==> src/rtl/result_display_decoder_pkg.sv <==
// Shared definitions for the result display decoder: bus widths, FSM states,
// glyph codes and the double-dabble nibble correction.
package result_display_decoder_pkg;

    localparam int DATA_W     = 11;
    localparam int VAL_W      = 10;
    localparam int OVF_BIT    = 10;
    localparam int BCD_W      = 12;
    localparam int STEP_W     = 4;
    localparam int NUM_DIGITS = 4;
    localparam int SEG_W      = 7;

    typedef enum logic {
        IDLE = 1'b0,
        CONV = 1'b1
    } state_t;

    // Codes 0-9 are the decimal digits themselves, so a BCD nibble casts directly.
    typedef enum logic [3:0] {
        GLYPH_0     = 4'd0,
        GLYPH_1     = 4'd1,
        GLYPH_2     = 4'd2,
        GLYPH_3     = 4'd3,
        GLYPH_4     = 4'd4,
        GLYPH_5     = 4'd5,
        GLYPH_6     = 4'd6,
        GLYPH_7     = 4'd7,
        GLYPH_8     = 4'd8,
        GLYPH_9     = 4'd9,
        GLYPH_MINUS = 4'd10,
        GLYPH_E     = 4'd11,
        GLYPH_R     = 4'd12,
        GLYPH_BLANK = 4'd15
    } glyph_t;

    function automatic logic [BCD_W-1:0] bcd_adjust(input logic [BCD_W-1:0] bcd);
        logic [BCD_W-1:0] adj;
        adj = bcd;
        for (int i = 0; i < BCD_W / 4; i++) begin
            if (bcd[4*i +: 4] >= 4'd5) begin
                adj[4*i +: 4] = bcd[4*i +: 4] + 4'd3;
            end
        end
        return adj;
    endfunction

    function automatic glyph_t to_glyph(input logic [3:0] digit, input logic blank);
        return blank ? GLYPH_BLANK : glyph_t'(digit);
    endfunction

endpackage

==> src/rtl/result_display_decoder_seg7_encode.sv <==
// Glyph code to active-high seven-segment pattern, bit order {g,f,e,d,c,b,a}.
// Purely combinational; display polarity is applied by the caller.
module seg7_encode
    import result_display_decoder_pkg::*;
(
    input  glyph_t           glyph_i,
    output logic [SEG_W-1:0] pattern_o
);

    always_comb begin
        pattern_o = 7'b0000000;
        unique case (glyph_i)
            GLYPH_0:     pattern_o = 7'b0111111;
            GLYPH_1:     pattern_o = 7'b0000110;
            GLYPH_2:     pattern_o = 7'b1011011;
            GLYPH_3:     pattern_o = 7'b1001111;
            GLYPH_4:     pattern_o = 7'b1100110;
            GLYPH_5:     pattern_o = 7'b1101101;
            GLYPH_6:     pattern_o = 7'b1111101;
            GLYPH_7:     pattern_o = 7'b0000111;
            GLYPH_8:     pattern_o = 7'b1111111;
            GLYPH_9:     pattern_o = 7'b1101111;
            GLYPH_MINUS: pattern_o = 7'b1000000;
            GLYPH_E:     pattern_o = 7'b1111001;
            GLYPH_R:     pattern_o = 7'b1010000;
            default:     pattern_o = 7'b0000000;
        endcase
    end

endmodule

==> src/rtl/result_display_decoder.sv <==
// Result bus sink: converts a signed 10-bit word to sign + 3 BCD digits by
// iterative double-dabble and scans the result onto a 4-digit 7-seg display.
module result_display_decoder
    import result_display_decoder_pkg::*;
#(
    parameter int SCAN_DIV       = 50000,
    parameter bit SEG_ACTIVE_LOW = 1'b1
) (
    input  logic              clk,
    input  logic              rst,
    input  logic [DATA_W-1:0] in_data,
    input  logic              in_valid,
    output logic              in_ready,
    output logic              busy,
    output logic [SEG_W-1:0]  seg,
    output logic [3:0]        an
);

    localparam int DIV_W = (SCAN_DIV > 2) ? $clog2(SCAN_DIV) : 1;

    state_t                         state_q, state_d;
    logic                           sign_q, sign_d;
    logic [VAL_W-1:0]               mag_q, mag_d;
    logic [BCD_W-1:0]               bcd_q, bcd_d;
    logic [STEP_W-1:0]              step_q, step_d;
    glyph_t [NUM_DIGITS-1:0]        digit_q, digit_d;

    logic [DIV_W-1:0]               div_q, div_d;
    logic [1:0]                     idx_q, idx_d;
    logic [SEG_W-1:0]               seg_q, seg_d;
    logic [3:0]                     an_q, an_d;

    logic                           accept;
    logic                           accept_val;
    logic                           last_step;
    logic [VAL_W-1:0]               in_mag;
    logic [BCD_W-1:0]               bcd_adj;
    logic [BCD_W-1:0]               bcd_shift;
    logic [3:0]                     hund, tens, ones;
    logic                           wrap;
    logic [SEG_W-1:0]               pattern;

    // ------------------------------------------------------------------
    // Conversion FSM
    // ------------------------------------------------------------------
    assign last_step  = (state_q == CONV) && (step_q == STEP_W'(VAL_W - 1));
    assign accept     = in_valid && in_ready;
    assign accept_val = accept && !in_data[OVF_BIT];

    // -512 negates to itself, which reads correctly as unsigned 512.
    assign in_mag = in_data[VAL_W-1] ? (~in_data[VAL_W-1:0] + VAL_W'(1)) : in_data[VAL_W-1:0];

    always_ff @(posedge clk) begin
        // NOTE: sequential state uses <= so every flop samples pre-edge values together.
        if (rst) begin
            state_q <= IDLE;
        end else begin
            state_q <= state_d;
        end
    end

    always_comb begin
        // NOTE: default first so no path leaves the signal unassigned (no latch).
        state_d = state_q;
        case (state_q)
            IDLE:    if (accept_val) state_d = CONV;
            CONV:    if (last_step)  state_d = accept_val ? CONV : IDLE;
            default: state_d = IDLE;
        endcase
    end

    // Ready also on the final step so a held word is taken on the finishing edge.
    always_comb begin
        in_ready = 1'b0;
        busy     = 1'b0;
        case (state_q)
            IDLE: in_ready = 1'b1;
            CONV: begin
                busy     = 1'b1;
                in_ready = last_step;
            end
            default: ;
        endcase
    end

    // ------------------------------------------------------------------
    // Double-dabble datapath and display registers
    // ------------------------------------------------------------------
    assign bcd_adj   = bcd_adjust(bcd_q);
    assign bcd_shift = {bcd_adj[BCD_W-2:0], mag_q[VAL_W-1]};
    assign hund      = bcd_shift[11:8];
    assign tens      = bcd_shift[7:4];
    assign ones      = bcd_shift[3:0];

    always_comb begin
        sign_d  = sign_q;
        mag_d   = mag_q;
        bcd_d   = bcd_q;
        step_d  = step_q;
        digit_d = digit_q;

        if (state_q == CONV) begin
            bcd_d  = bcd_shift;
            mag_d  = {mag_q[VAL_W-2:0], 1'b0};
            step_d = step_q + 1'b1;
            if (last_step) begin
                digit_d[3] = sign_q ? GLYPH_MINUS : GLYPH_BLANK;
                digit_d[2] = to_glyph(hund, hund == 4'd0);
                digit_d[1] = to_glyph(tens, (hund == 4'd0) && (tens == 4'd0));
                digit_d[0] = to_glyph(ones, 1'b0);
            end
        end

        // A word accepted on the finishing edge supersedes the finished result.
        if (accept) begin
            if (in_data[OVF_BIT]) begin
                digit_d[3] = GLYPH_BLANK;
                digit_d[2] = GLYPH_E;
                digit_d[1] = GLYPH_R;
                digit_d[0] = GLYPH_R;
            end else begin
                sign_d = in_data[VAL_W-1];
                mag_d  = in_mag;
                bcd_d  = '0;
                step_d = '0;
            end
        end
    end

    always_ff @(posedge clk) begin
        if (rst) begin
            sign_q  <= 1'b0;
            mag_q   <= '0;
            bcd_q   <= '0;
            step_q  <= '0;
            // NOTE: the display digits are plain flops, not a RAM, so they reset like any register.
            for (int i = 0; i < NUM_DIGITS; i++) begin
                digit_q[i] <= GLYPH_BLANK;
            end
        end else begin
            sign_q  <= sign_d;
            mag_q   <= mag_d;
            bcd_q   <= bcd_d;
            step_q  <= step_d;
            digit_q <= digit_d;
        end
    end

    // ------------------------------------------------------------------
    // Free-running digit scan
    // ------------------------------------------------------------------
    assign wrap = (div_q == DIV_W'(SCAN_DIV - 1));

    seg7_encode u_seg7_encode (
        .glyph_i   (digit_q[idx_d]),
        .pattern_o (pattern)
    );

    always_comb begin
        div_d = wrap ? '0 : div_q + 1'b1;
        idx_d = wrap ? idx_q + 2'd1 : idx_q;
        seg_d = seg_q;
        an_d  = an_q;
        if (wrap) begin
            seg_d = pattern ^ {SEG_W{SEG_ACTIVE_LOW}};
            an_d  = (4'b0001 << idx_d) ^ {4{SEG_ACTIVE_LOW}};
        end
    end

    always_ff @(posedge clk) begin
        if (rst) begin
            div_q <= '0;
            idx_q <= '0;
            seg_q <= {SEG_W{SEG_ACTIVE_LOW}};
            an_q  <= 4'b0001 ^ {4{SEG_ACTIVE_LOW}};
        end else begin
            div_q <= div_d;
            idx_q <= idx_d;
            seg_q <= seg_d;
            an_q  <= an_d;
        end
    end

    assign seg = seg_q;
    assign an  = an_q;

endmodule

==> config.mk <==
export PLATFORM = sky130hd
export DESIGN_NAME = result_display_decoder
export DESIGN_NICKNAME = d
export VERILOG_FILES = /design/src/rtl/result_display_decoder_pkg.sv /design/src/rtl/result_display_decoder_seg7_encode.sv /design/src/rtl/result_display_decoder.sv
export SDC_FILE = /design/constraint.sdc
export NUM_CORES = 1
export LEC_CHECK = 0
export BUFFER_PORTS_ARGS = -buffer_cell sky130_fd_sc_hd__buf_2
export CORE_UTILIZATION = 65
export CTS_CLUSTER_DIAMETER = 120
export DETAILED_ROUTE_END_ITERATION = 12
export GPL_TIMING_DRIVEN = 0
export HOLD_SLACK_MARGIN = 0.12
export PLACE_DENSITY_LB_ADDON = 0.12
export SYNTH_ARGS = -nofsm -noshare
export SYNTH_HDL_FRONTEND = slang
export SYNTH_SLANG_ARGS = --single-unit
==> constraint.sdc <==
create_clock -name clk -period 5.5 [get_ports clk]
set_input_delay 0.825 -clock clk [delete_from_list [all_inputs] [get_ports clk]]
set_output_delay 0.825 -clock clk [all_outputs]
set_load 0.02 [all_outputs]
==> impl_metrics.json <==
{
  "routed_wl_microns": 8724,
  "design.core.area_sq_mm": 0.005675,
  "initial_utilization_pct": 69.40,
  "maxCapViolCount": 0,
  "rsz0062_at_grt": "no",
  "finalHoldViolations": 0,
  "numCtsBuffers": 9,
  "pin_count": 27,
  "synth_compound_gate_area_share_pct": 17.98,
  "portBuffers": 25,
  "syn-cell-area_sq_mm": 0.003939,
  "setup_violations": 0,
  "p_switching_w": 0.0002793,
  "cp.arrival_ps": 3350,
  "drc": 0,
  "reg2reg_slack_ps": 2430,
  "antenna_cells": 0,
  "synth_edf_count": 0,
  "synth_top_family_by_area": "simple AND/OR/NAND/NOR gates",
  "muxShareOfSynthArea_pct": 8.164,
  "grt_max_degree": 13,
  "start_kind": "flop",
  "period_needed_ps": 3071,
  "cp.required_ps": 5780,
  "p_int_w": 0.0008298,
  "p_comb_share_pct": 9.8,
  "rr_endpoint": "seg[3]",
  "reg2regPathDepth": 12,
  "yosys-top-cells-count": "dfxtp_1 (73), nor2_1 (60), a211oi_1 (28)",
  "antenna_found_initial": 0,
  "ir_worst_vdd_mv": 0.2008,
  "gr-usage-met2_pct": 48.63,
  "syn_area_per_cell_sq_um": 8.972,
  "grt_pass1_vias": 3155,
  "die_x_microns": 79.85,
  "top_usage_layer": "met2",
  "critPathMaxFanout": 8,
  "cts_tree": "done",
  "vias_per_cell": 5.857,
  "cp-end-kind": "flop",
  "yosysTopAreaCell": "dfxtp_1",
  "register_area_sq_mm": 0.001461,
  "yosys_warnings": 0,
  "min-delay-start": "digit_q[13]",
  "grt_pass1_wl_microns": 14390,
  "leakage_nw": 1.625,
  "clock_skew_ps": 8.488,
  "critical_path_class": "reg -> reg",
  "status": "completed",
  "p_seq_share_pct": 49.8,
  "netlist_instances": 439,
  "max_clock_freq_mhz": 325.6,
  "finalWeightedCongestion": 0.8616,
  "postRouteAntennaNets": 0,
  "drtPass1Iterations": 4,
  "cts_htree_levels": 3,
  "nNetsFinal": 504,
  "die_height_microns": 79.85,
  "cts_buffer_depth": 2,
  "cts_hold_buf": 0,
  "min_delay_path_depth": 1,
  "synth_xor_area_share_pct": 6.639,
  "yosysMostFrequentCell": "dfxtp_1",
  "netlist_top_cells_area": "dfxtp_1 (37%), nor2_1 (5.7%), mux2i_1 (5.6%), a211oi_1 (5.3%), ha_1 (4.8%)",
  "rows": 27,
  "hold_end": "digit_q[13]",
  "yosysTopAreaCellShare_pct": 37.10,
  "fill_cells": 394,
  "final-max-slew-violation-count": 0,
  "syn2layout_area_growth_pct": 10.93,
  "cts_root_buf": "clkbuf_8",
  "hpwl_microns": 6450,
  "synth_flop_cell": "dfxtp_1",
  "synthArstFlopShare_pct": 0,
  "clock_latency_ps": 350,
  "hold_path.class": "reg -> reg",
  "dieArea_sq_mm": 0.006375,
  "fin_tns_setup_ps": 0,
  "swShare_pct": 25.18,
  "overflow": 0,
  "r2r_start": "div_q[0]",
  "synth_nets": 468,
  "wl_per_cell_microns": 15.80,
  "cts.sinks": 73,
  "drt_iter0_markers": 188,
  "multi_input_area_sq_mm": 0.002281,
  "grtUsageTotal_pct": 29.48,
  "power_frac_clock_pct": 40.4,
  "worstMarginPinSlew_ps": 628.0,
  "use_met1_pct": 37.58,
  "post-cts-setup-buffer-count": 0,
  "ys_seq_area_share_pct": 37.10,
  "p_per_area_mw_per_mm2": 253.8,
  "ctsResizeCount": 0,
  "vias": 3233,
  "period_share_pct": 55.83,
  "slew_headroom_pct": 58.04,
  "synth-simple-area-share_pct": 20.36,
  "drive_above_1_share_pct": 14.37,
  "clkTransAtPathRegs_ps": 80,
  "ys_types": 62,
  "ys_ff_latch": 73,
  "power_w": 0.001109,
  "synthAdderAreaFrac_pct": 4.765,
  "grtUsageMet3_pct": 5.486
}
## cell families (layout without fill, tap and decap cells)
| group | after synthesis | in the layout |
|---|---|---|
| xor gates and xnor gates | 29 | 29 |
| AOI/OAI and AO/OA | 99 | 99 |
| DFF | 73 | 73 |
| muxes | 30 | 30 |
| and+or+nand+nor | 151 | 151 |
| buffers and inverters | 42 | 83 |
| adders and majority gates | 15 | 15 |
## state kept, by name, summed over array words and instances, names as in the netlist
name and count:
digit_q 16, div_q 16, bcd_q 12, mag_q 10, seg 7, an 4, step_q 4, idx_q 2
sign_q 1, state_q 1
## through the flow
step	hold WS, ps	area (sq um)	instances	setup slack, ps	util, %
finish	453.8	4369	552	2429	76.98
global route	483.9	4369	552	2164	76.98
CTS	451.5	4369	552	2438	76.98
detailed placement	431.2	4154	536	2498	73.19
global placement	421.5	4154	536	2537	73.19
floorplan	410.0	3939	439	2853	-
## metal layers
layer  share of wire (%)  routed length, microns
met1                  47                    4066
met2                  47                    4108
met3                 4.2                     370
met4                 2.1                     179
met5                   0                       0
## cells in the final DEF, fill, tap and decap left out, types with 16 or more instances in the layout
cell and count:
a21oi_1 16, inv_1 18, buf_2 30, xor2_1 17, nor2_1 60, dfxtp_1 73
a211oi_1 28, clkbuf_1 16, mux2i_1 22, nand2_1 23
## power by group through the flow
| stage | clock network, W | registers (W) | logic (W) |
|---|---|---|---|
| CTS | 0.000456 | 0.000552 | 0.000108 |
| floorplan | 0 | 0.000562 | 0.0000783 |
| finish | 0.000448 | 0.000552 | 0.000109 |
| global route | 0.000476 | 0.000554 | 0.000120 |
| detailed placement | 0 | 0.000564 | 0.000107 |
| global placement | 0 | 0.000563 | 0.000103 |
## critical path, cell delays in order, from the launching register on
cell and delay [ps]:
dfxtp_1 360, ha_1 200, and3_1 170, buf_2 150
and4_4 230, buf_12 130, mux2i_4 400, o221a_1 350
inv_1 120, ha_1 350, a2111oi_0 340, a211oi_1 90
o21ai_1 120
## how the worst max path moves through the flow
stage,start,cells past startpoint,end
6_report,div_q[0],12,seg[3]
5_1_grt,div_q[0],12,seg[3]
4_1_cts,div_q[0],12,seg[3]
3_5_place_dp,div_q[0],12,seg[3]
3_3_place_gp,div_q[0],12,seg[3]
2_1_floorplan,div_q[0],12,seg[3]
## area by class of cell
type                            count  area share, %
Buffer                             24          2.950
Clock buffer                       12          3.780
Clock inverter                      4          1.145
Inverter                           18          1.546
Multi-Input combinational cell    324          52.21
Sequential cell                    73          33.45
Tap cell                           72          2.062
Timing Repair Buffer               25          2.864
Note: power is estimated with default switching activity, not from simulation.
